==> config.mk <==
export PLATFORM = sky130hd
export DESIGN_NAME = start_initiator_flat
export DESIGN_NICKNAME = d
export VERILOG_FILES = /design/src/rtl/start_initiator_pkg.sv /design/src/rtl/start_initiator_if.sv /design/src/rtl/start_initiator_watchdog_counter.sv /design/src/rtl/start_initiator.sv /design/src/flat_wrapper.sv
export SDC_FILE = /design/constraint.sdc
export NUM_CORES = 1
export LEC_CHECK = 0
export CAP_MARGIN = 20
export CORE_MARGIN = 2
export CORE_UTILIZATION = 40
export CTS_CLUSTER_DIAMETER = 40
export DETAILED_ROUTE_END_ITERATION = 8
export GPL_TIMING_DRIVEN = 0
export PLACE_DENSITY = 0.73
export SLEW_MARGIN = 20
export SYNTH_ARGS = -nofsm -noshare
export SYNTH_HDL_FRONTEND = slang
export SYNTH_SLANG_ARGS = --single-unit
==> constraint.sdc <==
create_clock -name clk -period 2.6 [get_ports clk]
set_input_delay 0.52 -clock clk [delete_from_list [all_inputs] [get_ports clk]]
set_output_delay 0.52 -clock clk [all_outputs]
set_load 0.1 [all_outputs]
==> src/rtl/start_initiator_pkg.sv <==
// Shared constants for the start/busy/readyS initiator: state encodings,
// default widths and the watchdog counter sizing helper.
package start_initiator_pkg;

    localparam int STATE_W = 3;

    localparam logic [STATE_W-1:0] S_IDLE      = 3'd0;
    localparam logic [STATE_W-1:0] S_ISSUE     = 3'd1;
    localparam logic [STATE_W-1:0] S_WAIT_BUSY = 3'd2;
    localparam logic [STATE_W-1:0] S_RUN       = 3'd3;
    localparam logic [STATE_W-1:0] S_HOLD      = 3'd4;

    localparam int DEFAULT_X       = 8;
    localparam int DEFAULT_TIMEOUT = 64;

    // Counter only has to reach TIMEOUT-1, so $clog2(TIMEOUT) bits suffice.
    function automatic int cnt_width(input int timeout);
        return (timeout <= 2) ? 1 : $clog2(timeout);
    endfunction

endpackage

==> src/rtl/start_initiator_if.sv <==
// Request, control-path and result handshakes of the initiator in one bundle.
// master is the initiator's view; slave is the view of everything around it.
interface start_initiator_if
    import start_initiator_pkg::*;
#(
    parameter int x = DEFAULT_X
);
    logic         req_valid;
    logic [x-1:0] req_data;
    logic         req_ready;

    logic         start;
    logic [x-1:0] operand;
    logic         busy;
    logic         readyS;
    logic [x-1:0] result_in;

    logic         res_valid;
    logic [x-1:0] res_data;
    logic         res_ready;

    logic         timeout_err;

    modport master (
        input  req_valid, req_data,
        output req_ready,
        output start, operand,
        input  busy, readyS, result_in,
        output res_valid, res_data,
        input  res_ready,
        output timeout_err
    );

    modport slave (
        output req_valid, req_data,
        input  req_ready,
        input  start, operand,
        output busy, readyS, result_in,
        input  res_valid, res_data,
        output res_ready,
        input  timeout_err
    );
endinterface

==> src/rtl/start_initiator_watchdog_counter.sv <==
// Watchdog for the initiator: counts waiting cycles and flags expiry at
// TIMEOUT-1, so the count is tested before it could ever wrap.
module watchdog_counter
    import start_initiator_pkg::*;
#(
    parameter int TIMEOUT = DEFAULT_TIMEOUT
) (
    input  logic clk,
    input  logic reset,
    input  logic clear,
    input  logic enable,
    output logic expired
);
    localparam int W = cnt_width(TIMEOUT);

    logic [W-1:0] cnt;

    // NOTE: sequential state is written with non-blocking assignments only,
    // so every flop samples the pre-edge value of every other flop.
    always_ff @(posedge clk or posedge reset) begin
        if (reset) begin
            cnt <= '0;
        end else if (clear) begin
            cnt <= '0;
        end else if (enable) begin
            cnt <= cnt + W'(1);
        end
    end

    assign expired = (cnt == W'(TIMEOUT - 1));

endmodule

==> src/rtl/start_initiator.sv <==
// Initiator side of the start/busy/readyS handshake: accepts one operand,
// pulses start, waits for readyS under a watchdog and offers the result.
module start_initiator
    import start_initiator_pkg::*;
#(
    parameter int x       = DEFAULT_X,
    parameter int TIMEOUT = DEFAULT_TIMEOUT
) (
    input  logic                clk,
    input  logic                reset,
    start_initiator_if.master   bus
);
    logic [STATE_W-1:0] state;
    logic [STATE_W-1:0] state_nxt;
    logic               wd_clear;
    logic               wd_enable;
    logic               wd_expired;
    logic               accept;
    logic               capture;
    logic               abort;

    watchdog_counter #(
        .TIMEOUT (TIMEOUT)
    ) u_watchdog (
        .clk     (clk),
        .reset   (reset),
        .clear   (wd_clear),
        .enable  (wd_enable),
        .expired (wd_expired)
    );

    // NOTE: every signal assigned here gets a default first; a path that
    // left one unassigned would infer a latch.
    always_comb begin
        state_nxt = state;
        wd_clear  = 1'b0;
        wd_enable = 1'b0;
        accept    = 1'b0;
        capture   = 1'b0;
        abort     = 1'b0;
        case (state)
            S_IDLE: begin
                if (bus.req_valid && bus.req_ready) begin
                    accept    = 1'b1;
                    state_nxt = S_ISSUE;
                end
            end
            S_ISSUE: begin
                wd_clear  = 1'b1;
                state_nxt = S_WAIT_BUSY;
            end
            S_WAIT_BUSY: begin
                // A result may come back before busy is ever seen.
                if (bus.readyS) begin
                    capture   = 1'b1;
                    state_nxt = S_HOLD;
                end else if (bus.busy) begin
                    wd_clear  = 1'b1;
                    state_nxt = S_RUN;
                end else if (wd_expired) begin
                    abort     = 1'b1;
                    wd_clear  = 1'b1;
                    state_nxt = S_IDLE;
                end else begin
                    wd_enable = 1'b1;
                end
            end
            S_RUN: begin
                // busy falling without readyS just keeps us waiting.
                if (bus.readyS) begin
                    capture   = 1'b1;
                    state_nxt = S_HOLD;
                end else if (wd_expired) begin
                    abort     = 1'b1;
                    wd_clear  = 1'b1;
                    state_nxt = S_IDLE;
                end else begin
                    wd_enable = 1'b1;
                end
            end
            S_HOLD: begin
                if (bus.res_valid && bus.res_ready) begin
                    state_nxt = S_IDLE;
                end
            end
            default: state_nxt = S_IDLE;
        endcase
    end

    // Status outputs are registered from the next state so they line up
    // with the state they describe and read 0 while reset is held.
    always_ff @(posedge clk or posedge reset) begin
        if (reset) begin
            state           <= S_IDLE;
            bus.req_ready   <= 1'b0;
            bus.start       <= 1'b0;
            bus.res_valid   <= 1'b0;
            bus.timeout_err <= 1'b0;
            bus.operand     <= '0;
            bus.res_data    <= '0;
        end else begin
            state           <= state_nxt;
            bus.req_ready   <= (state_nxt == S_IDLE);
            bus.start       <= (state_nxt == S_ISSUE);
            bus.res_valid   <= (state_nxt == S_HOLD);
            bus.timeout_err <= abort;
            if (accept) begin
                bus.operand <= bus.req_data;
            end
            if (capture) begin
                bus.res_data <= bus.result_in;
            end
        end
    end

endmodule

==> src/flat_wrapper.sv <==
// flat-port wrapper written by rule: the top's interface ports become plain ports
module start_initiator_flat import start_initiator_pkg::*;
#(
    parameter int x       = DEFAULT_X,
    parameter int TIMEOUT = DEFAULT_TIMEOUT
)
  (clk, reset, bus_req_valid, bus_req_data, bus_req_ready, bus_start, bus_operand, bus_busy, bus_readyS, bus_result_in, bus_res_valid, bus_res_data, bus_res_ready, bus_timeout_err);
  start_initiator_if #(.x(x)) bus_i ();
  input  logic clk;
  input  logic reset;
  input wire logic [$bits(bus_i.req_valid)-1:0] bus_req_valid;
  input wire logic [$bits(bus_i.req_data)-1:0] bus_req_data;
  output wire logic [$bits(bus_i.req_ready)-1:0] bus_req_ready;
  output wire logic [$bits(bus_i.start)-1:0] bus_start;
  output wire logic [$bits(bus_i.operand)-1:0] bus_operand;
  input wire logic [$bits(bus_i.busy)-1:0] bus_busy;
  input wire logic [$bits(bus_i.readyS)-1:0] bus_readyS;
  input wire logic [$bits(bus_i.result_in)-1:0] bus_result_in;
  output wire logic [$bits(bus_i.res_valid)-1:0] bus_res_valid;
  output wire logic [$bits(bus_i.res_data)-1:0] bus_res_data;
  input wire logic [$bits(bus_i.res_ready)-1:0] bus_res_ready;
  output wire logic [$bits(bus_i.timeout_err)-1:0] bus_timeout_err;
  assign bus_i.req_valid = bus_req_valid;
  assign bus_i.req_data = bus_req_data;
  assign bus_req_ready = bus_i.req_ready;
  assign bus_start = bus_i.start;
  assign bus_operand = bus_i.operand;
  assign bus_i.busy = bus_busy;
  assign bus_i.readyS = bus_readyS;
  assign bus_i.result_in = bus_result_in;
  assign bus_res_valid = bus_i.res_valid;
  assign bus_res_data = bus_i.res_data;
  assign bus_i.res_ready = bus_res_ready;
  assign bus_timeout_err = bus_i.timeout_err;
  start_initiator #(.x(x), .TIMEOUT(TIMEOUT)) u_core (.clk(clk), .reset(reset), .bus(bus_i));
endmodule
==> results of run 1 <==
[metal layers]
metal,vias to the layer above,global-route usage
li1,441,-
met1,443,0.164
met2,31,0.278
met3,4,0.0873
met4,0,0.0487
met5,-,0
[state kept, by name, summed over array words and instances (netlist names)]
name / flops
u_core.bus.req_ready: 1
u_core.bus.res_valid: 1
u_core.bus.start: 1
u_core.bus.operand: 8
u_core.bus.res_data: 8
u_core.bus.timeout_err: 1
u_core.state: 3
u_core.u_watchdog.cnt: 6
[worst paths after layout]
check | slack, ps | to | depth (start not counted) | startpoint
hold / removal | 510 | u_core.bus.res_data[6] | 1 | u_core.bus.res_data[6]
min in group asynchronous | 570 | u_core.bus.operand[0] | 2 | reset
hold reg to reg | 510 | u_core.bus.res_data[6] | 1 | u_core.bus.res_data[6]
setup reg to reg | 810 | u_core.u_watchdog.cnt[1] | 5 | u_core.u_watchdog.cnt[0]
max in group asynchronous | 1640 | u_core.bus.res_data[7] | 2 | reset
setup / recovery | 240 | bus_operand[1] | 1 | u_core.bus.operand[1]
[area by class of cell]
class | count | share of cell area
Sequential cell | 29 | 0.417
Timing Repair Buffer | 41 | 0.236
Buffer | 1 | 0.00216
Tap cell | 33 | 0.0237
Multi-Input combinational cell | 61 | 0.274
Clock inverter | 1 | 0.00288
Clock buffer | 7 | 0.0374
Inverter | 3 | 0.00647
[kinds of logic (layout without fill, tap and decap cells)]
kind of cell,after synthesis,count (layout),share of synthesized area
buffers and inverters,4,53,0.0123
adders and majority gates,1,1,0.0103
AOI/OAI and AO/OA,14,14,0.0791
muxes,18,18,0.164
and+or+nand+nor,27,27,0.131
DFF,29,29,0.596
xor gates and xnor gates,1,1,0.00720
[through the flow]
step / cell area, µm² / hold slack, ps / instances / util
finish: 1740 / 511 / 176 / 0.584
global placement: 1670 / 487 / 168 / 0.561
floorplan: 1220 / 509 / 94 / -
CTS: 1740 / 519 / 176 / 0.584
global route: 1740 / 527 / 176 / 0.584
detailed placement: 1670 / 498 / 168 / 0.561
[layout by cell type (no fill, tap or decap)]
master / Yosys / final
or3_1: 2 / 2
clkinv_2: 0 / 1
clkdlybuf4s50_1: 0 / 41
mux2_2: 16 / 16
o31ai_1: 1 / 1
mux2i_1: 2 / 2
nand3b_1: 1 / 1
inv_2: 0 / 1
clkbuf_1: 1 / 1
nand3_1: 4 / 4
dfrtp_1: 29 / 29
o21ai_0: 1 / 1
clkbuf_4: 0 / 5
and3_1: 2 / 2
nor3b_4: 1 / 1
nand4b_1: 1 / 1
xnor2_1: 1 / 1
clkbuf_8: 0 / 2
o21ai_1: 2 / 2
and4_1: 1 / 1
a31oi_1: 1 / 1
a21o_1: 1 / 1
nand2b_1: 3 / 3
nor2_1: 4 / 4
or4_1: 1 / 1
o211ai_2: 1 / 1
nor3_1: 2 / 2
ha_1: 1 / 1
inv_1: 3 / 2
a2bb2oi_1: 1 / 1
o211a_1: 1 / 1
nand2_1: 5 / 5
a311oi_1: 1 / 1
a21oi_1: 4 / 4
==> metrics.cfg, run 1 <==
[placement]
place_congestion = 0.732
port_buffers = 41
pre_cts_ws_ps = 352
dp_hpwl_mm = 1.82

[die]
design.portCount = 42
dieArea_um2 = 3500
row_count = 20
die_height_um = 59.2
die_w_um = 59.2
start_util = 0.409
core_um2 = 2980

[clocking]
clkTransAtPathRegs_ps = 100
ctsHoldBuffers = 0
root_buffer = clkbuf_4
cts_tree = done
cts_buffers = 5
cts-resized-gates = 0
cts-htree-levels = 2
cts_sinks = 29
postCtsSetupBuffers = 0
cts_buffer_depth = 2
insertion_delay_ps = 330

[worst_setup_path]
cp_cell_sequence = clkdlybuf4s50_1
worstSetupPathType = reg2out
worst_setup_path_start_kind = register
cp_max_fo = 2
slowest_delay_ps = 1140
crit_slowest_cell = clkdlybuf4s50_1
required_ps = 2080
worstSetupEndpointType = primary output
crit_buf_inv = 1
arrival_ps = 1840
cp_top_family = buffers and inverters

[drt]
drtIter0Drc = 26
dr.pass1.iters = 4
top_layer = met4
detail-route-antenna-nets = 0
drc = 0
met3_length_um = 226
routed_wl_mm = 2.42
wl_per_cell_um = 13.7
num_vias = 919
via_per_inst = 5.22
wl_met2_mm = 1.19
met1_length_um = 967

[logic_synthesis]
yosysTopAreaCell = dfrtp_1
synth_edf_count = 0
dominantRegCellSynth = dfrtp_1
synth_cells = 94
syn_area_um2 = 1220
async_reset_ff_frac = 1.00
synthMostInstantiatedCell = dfrtp_1
synth.distinct_cells = 29
yosysSeqAreaShare = 0.596
postSynthAreaPerCell_um2 = 13.0
synth_top_area_frac = 0.596
synth_common_cells = 29 x dfrtp_1, 16 x mux2_2, 5 x nand2_1
ys_warn_count = 0
synth.area.top_cells = dfrtp_1 60%, mux2_2 15%, a21oi_1 1.6%
syn_nets = 117
ys_seq_elements = 29

[sta]
setup-tns-final_ps = 0
period_share = 0.906
finalMaxSlewViolations = 0
rsz0062_at_grt = false
fin_ws_ps = 244
max_freq_ghz = 0.424
worst_pin_slew_ps = 993
setup_viol = 0
max-slew-margin-rel = 0.336
period_needed_ps = 2360
finalClockSkew_ps = 11.0
report.final.hold_viol_count = 0

[global_routing]
grt_max_degree = 30
grt_pass1_wl_mm = 4.07
grt.overflow.total = 0
grt_usage = 0.160
antenna_found_initial = 0
grt_pass1_vias = 957

[finish]
seq_area_um2 = 726
antenna_cells = 0
area_growth_pct = 42.9
nets = 165
nFillCells = 234
drive_gt1_frac = 0.189
multi_input_area_um2 = 477

[min_path]
hp-class = reg2reg

[status]
status = finished, final reports clean

[run]
drv_cap = 0

Power of run 1 is left out: the tool's default activity adds up to more than one toggle a clock period on the data nets, which glitch-free logic cannot reach.
==> inputs of run 2 (changes only) <==
Settings changed: CORE_MARGIN 2 to default, SYNTH_HIERARCHICAL from default to 1.
==> metrics.cfg, run 2 <==
[placement]
place_area_um2 = 1650
place_congestion = 0.711
dp_hpwl_mm = 1.74
port_buffers = 41
pre_cts_ws_ps = -107

[clocking]
cts_buffer_depth = 2
cts-htree-levels = 2
ctsHoldBuffers = 0
cts-resized-gates = 0
cts_tree = done
cts_sinks = 29
clkTransAtPathRegs_ps = 90
root_buffer = clkbuf_4
cts_buffers = 5
insertion_delay_ps = 330
postCtsSetupBuffers = 0

[drt]
routed_wl_mm = 2.34
num_vias = 854
dr.pass1.iters = 6
drtIter0Drc = 9
via_per_inst = 4.99
detail-route-antenna-nets = 0
wl_per_cell_um = 13.7
drc = 2

[status]
status = complete, but fails checks
failed_checks = design-rule violations

[logic_synthesis]
synth.area.top_cells = dfrtp_1 61%, mux2_2 15%, xor2_1 2.2%
synth_cells = 91
postSynthAreaPerCell_um2 = 13.1
yosysSeqAreaShare = 0.607
syn_nets = 114
ys_warn_count = 6
syn_area_um2 = 1200
synth_edf_count = 0
synth.distinct_cells = 24
dominantRegCellSynth = dfrtp_1
synth_top_area_frac = 0.607
yosysTopAreaCell = dfrtp_1
async_reset_ff_frac = 1.00
synth_common_cells = 29 x dfrtp_1, 16 x mux2_2, 6 x nand2_1, 6 x nor2_1, 4 x inv_1
synthMostInstantiatedCell = dfrtp_1
ys_seq_elements = 29

[global_routing]
grt_pass1_wl_mm = 4.19
grt_usage = 0.174
grt_max_degree = 24
grt_pass1_vias = 915
grt.overflow.total = 0
antenna_found_initial = 0

[finish]
drive_gt1_frac = 0.207
antenna_cells = 0
reg_top3 = u_core/bus.operand x8, u_core/bus.res_data x8, u_core/u_watchdog/cnt x6
nets = 162
final_common_cell = clkdlybuf4s50_1
area_growth_pct = 46.5
mostFrequentLayoutCells = 41 x clkdlybuf4s50_1, 29 x dfrtp_1, 16 x mux2_2
final_area_um2 = 1750

[die]
core_um2 = 2810
design.portCount = 42
die_height_um = 56.7
die_w_um = 56.7
dieArea_um2 = 3210
start_util = 0.426
row_count = 19

[worst_setup_path]
crit_buf_inv = 1
cp_cell_sequence = clkdlybuf4s50_1
worst_setup_path_start_kind = register
arrival_ps = 1920
cp_max_fo = 2
worstSetupEndpointType = primary output
crit_slowest_cell = clkdlybuf4s50_1
cp_top_family = buffers and inverters
worstSetupPathType = reg2out
required_ps = 2080
slowest_delay_ps = 1170

[sta]
report.final.hold_viol_count = 0
max-slew-margin-rel = 0.342
fin_ws_ps = 161
worst_pin_slew_ps = 984
period_share = 0.938
max_freq_ghz = 0.410
rsz0062_at_grt = false
finalClockSkew_ps = 11.5
finalMaxSlewViolations = 0
setup-tns-final_ps = 0
setup_viol = 0
period_needed_ps = 2440

[run]
drv_cap = 0

[min_path]
hp-class = in2async

-- run 2: cell types whose count changed after synthesis, sizes merged, moves of 2 or more --
cell	before	now
xor2	0	3
nand4	0	2
nor2	4	7
nor3b	1	3
nand2b	3	1
nor2b	0	3
nand3	4	2
and3	2	0
-- run 2: stage by stage --
stage / util / cells / hold WS, ps
global route: 0.625 / 171 / 437
floorplan: - / 91 / 311
detailed placement: 0.587 / 163 / 493
CTS: 0.623 / 171 / 416
global placement: 0.587 / 163 / 488
finish: 0.625 / 171 / 427
-- run 2: per-layer routing --
metal | part of all wire | global-route usage | vias up | routed length, µm
li1 | - | - | 407 | -
met4 | 0.014 | 0.0536 | 0 | 33
met2 | 0.48 | 0.257 | 28 | 1120
met1 | 0.43 | 0.231 | 415 | 1000
met5 | 0 | 0 | - | 0
met3 | 0.079 | 0.0760 | 4 | 184
-- run 2: cell families (layout without fill, tap and decap cells) --
| logic type | Yosys count | count (layout) | share of synthesized area |
|---|---|---|---|
| mux | 17 | 17 | 0.159 |
| buf+inv | 5 | 54 | 0.0188 |
| xor+xnor | 4 | 4 | 0.0293 |
| fa+ha+maj | 1 | 1 | 0.0105 |
| simple gates | 28 | 28 | 0.146 |
| flops | 29 | 29 | 0.607 |
| compound gates | 7 | 7 | 0.0293 |
-- run 2: worst paths after layout --
kind,slack (ps),cells past startpoint,startpoint,to
max,160,1,u_core/bus.req_ready,bus_req_ready
min,430,2,reset,u_core/u_watchdog/cnt[3]
max reg2reg,570,7,u_core/u_watchdog/cnt[0],u_core/u_watchdog/cnt[5]
min reg2reg,510,1,u_core/bus.res_data[2],u_core/bus.res_data[2]
max in group asynchronous,1370,2,reset,u_core/bus.timeout_err
min in group clk,510,1,u_core/bus.res_data[2],u_core/bus.res_data[2]
-- run 2: layout make-up --
class                   instances  area [µm²]
inverters                       4        15.0
well taps                      31        38.8
clock inverters                 3        65.1
plain buffers                   1        7.51
multi-input cells              57         453
repair buffers                 41         410
clock buffers                   5        37.5
flip-flops and latches         29         726
fillers                       242        1050
Power of run 2 is left out for the same reason.
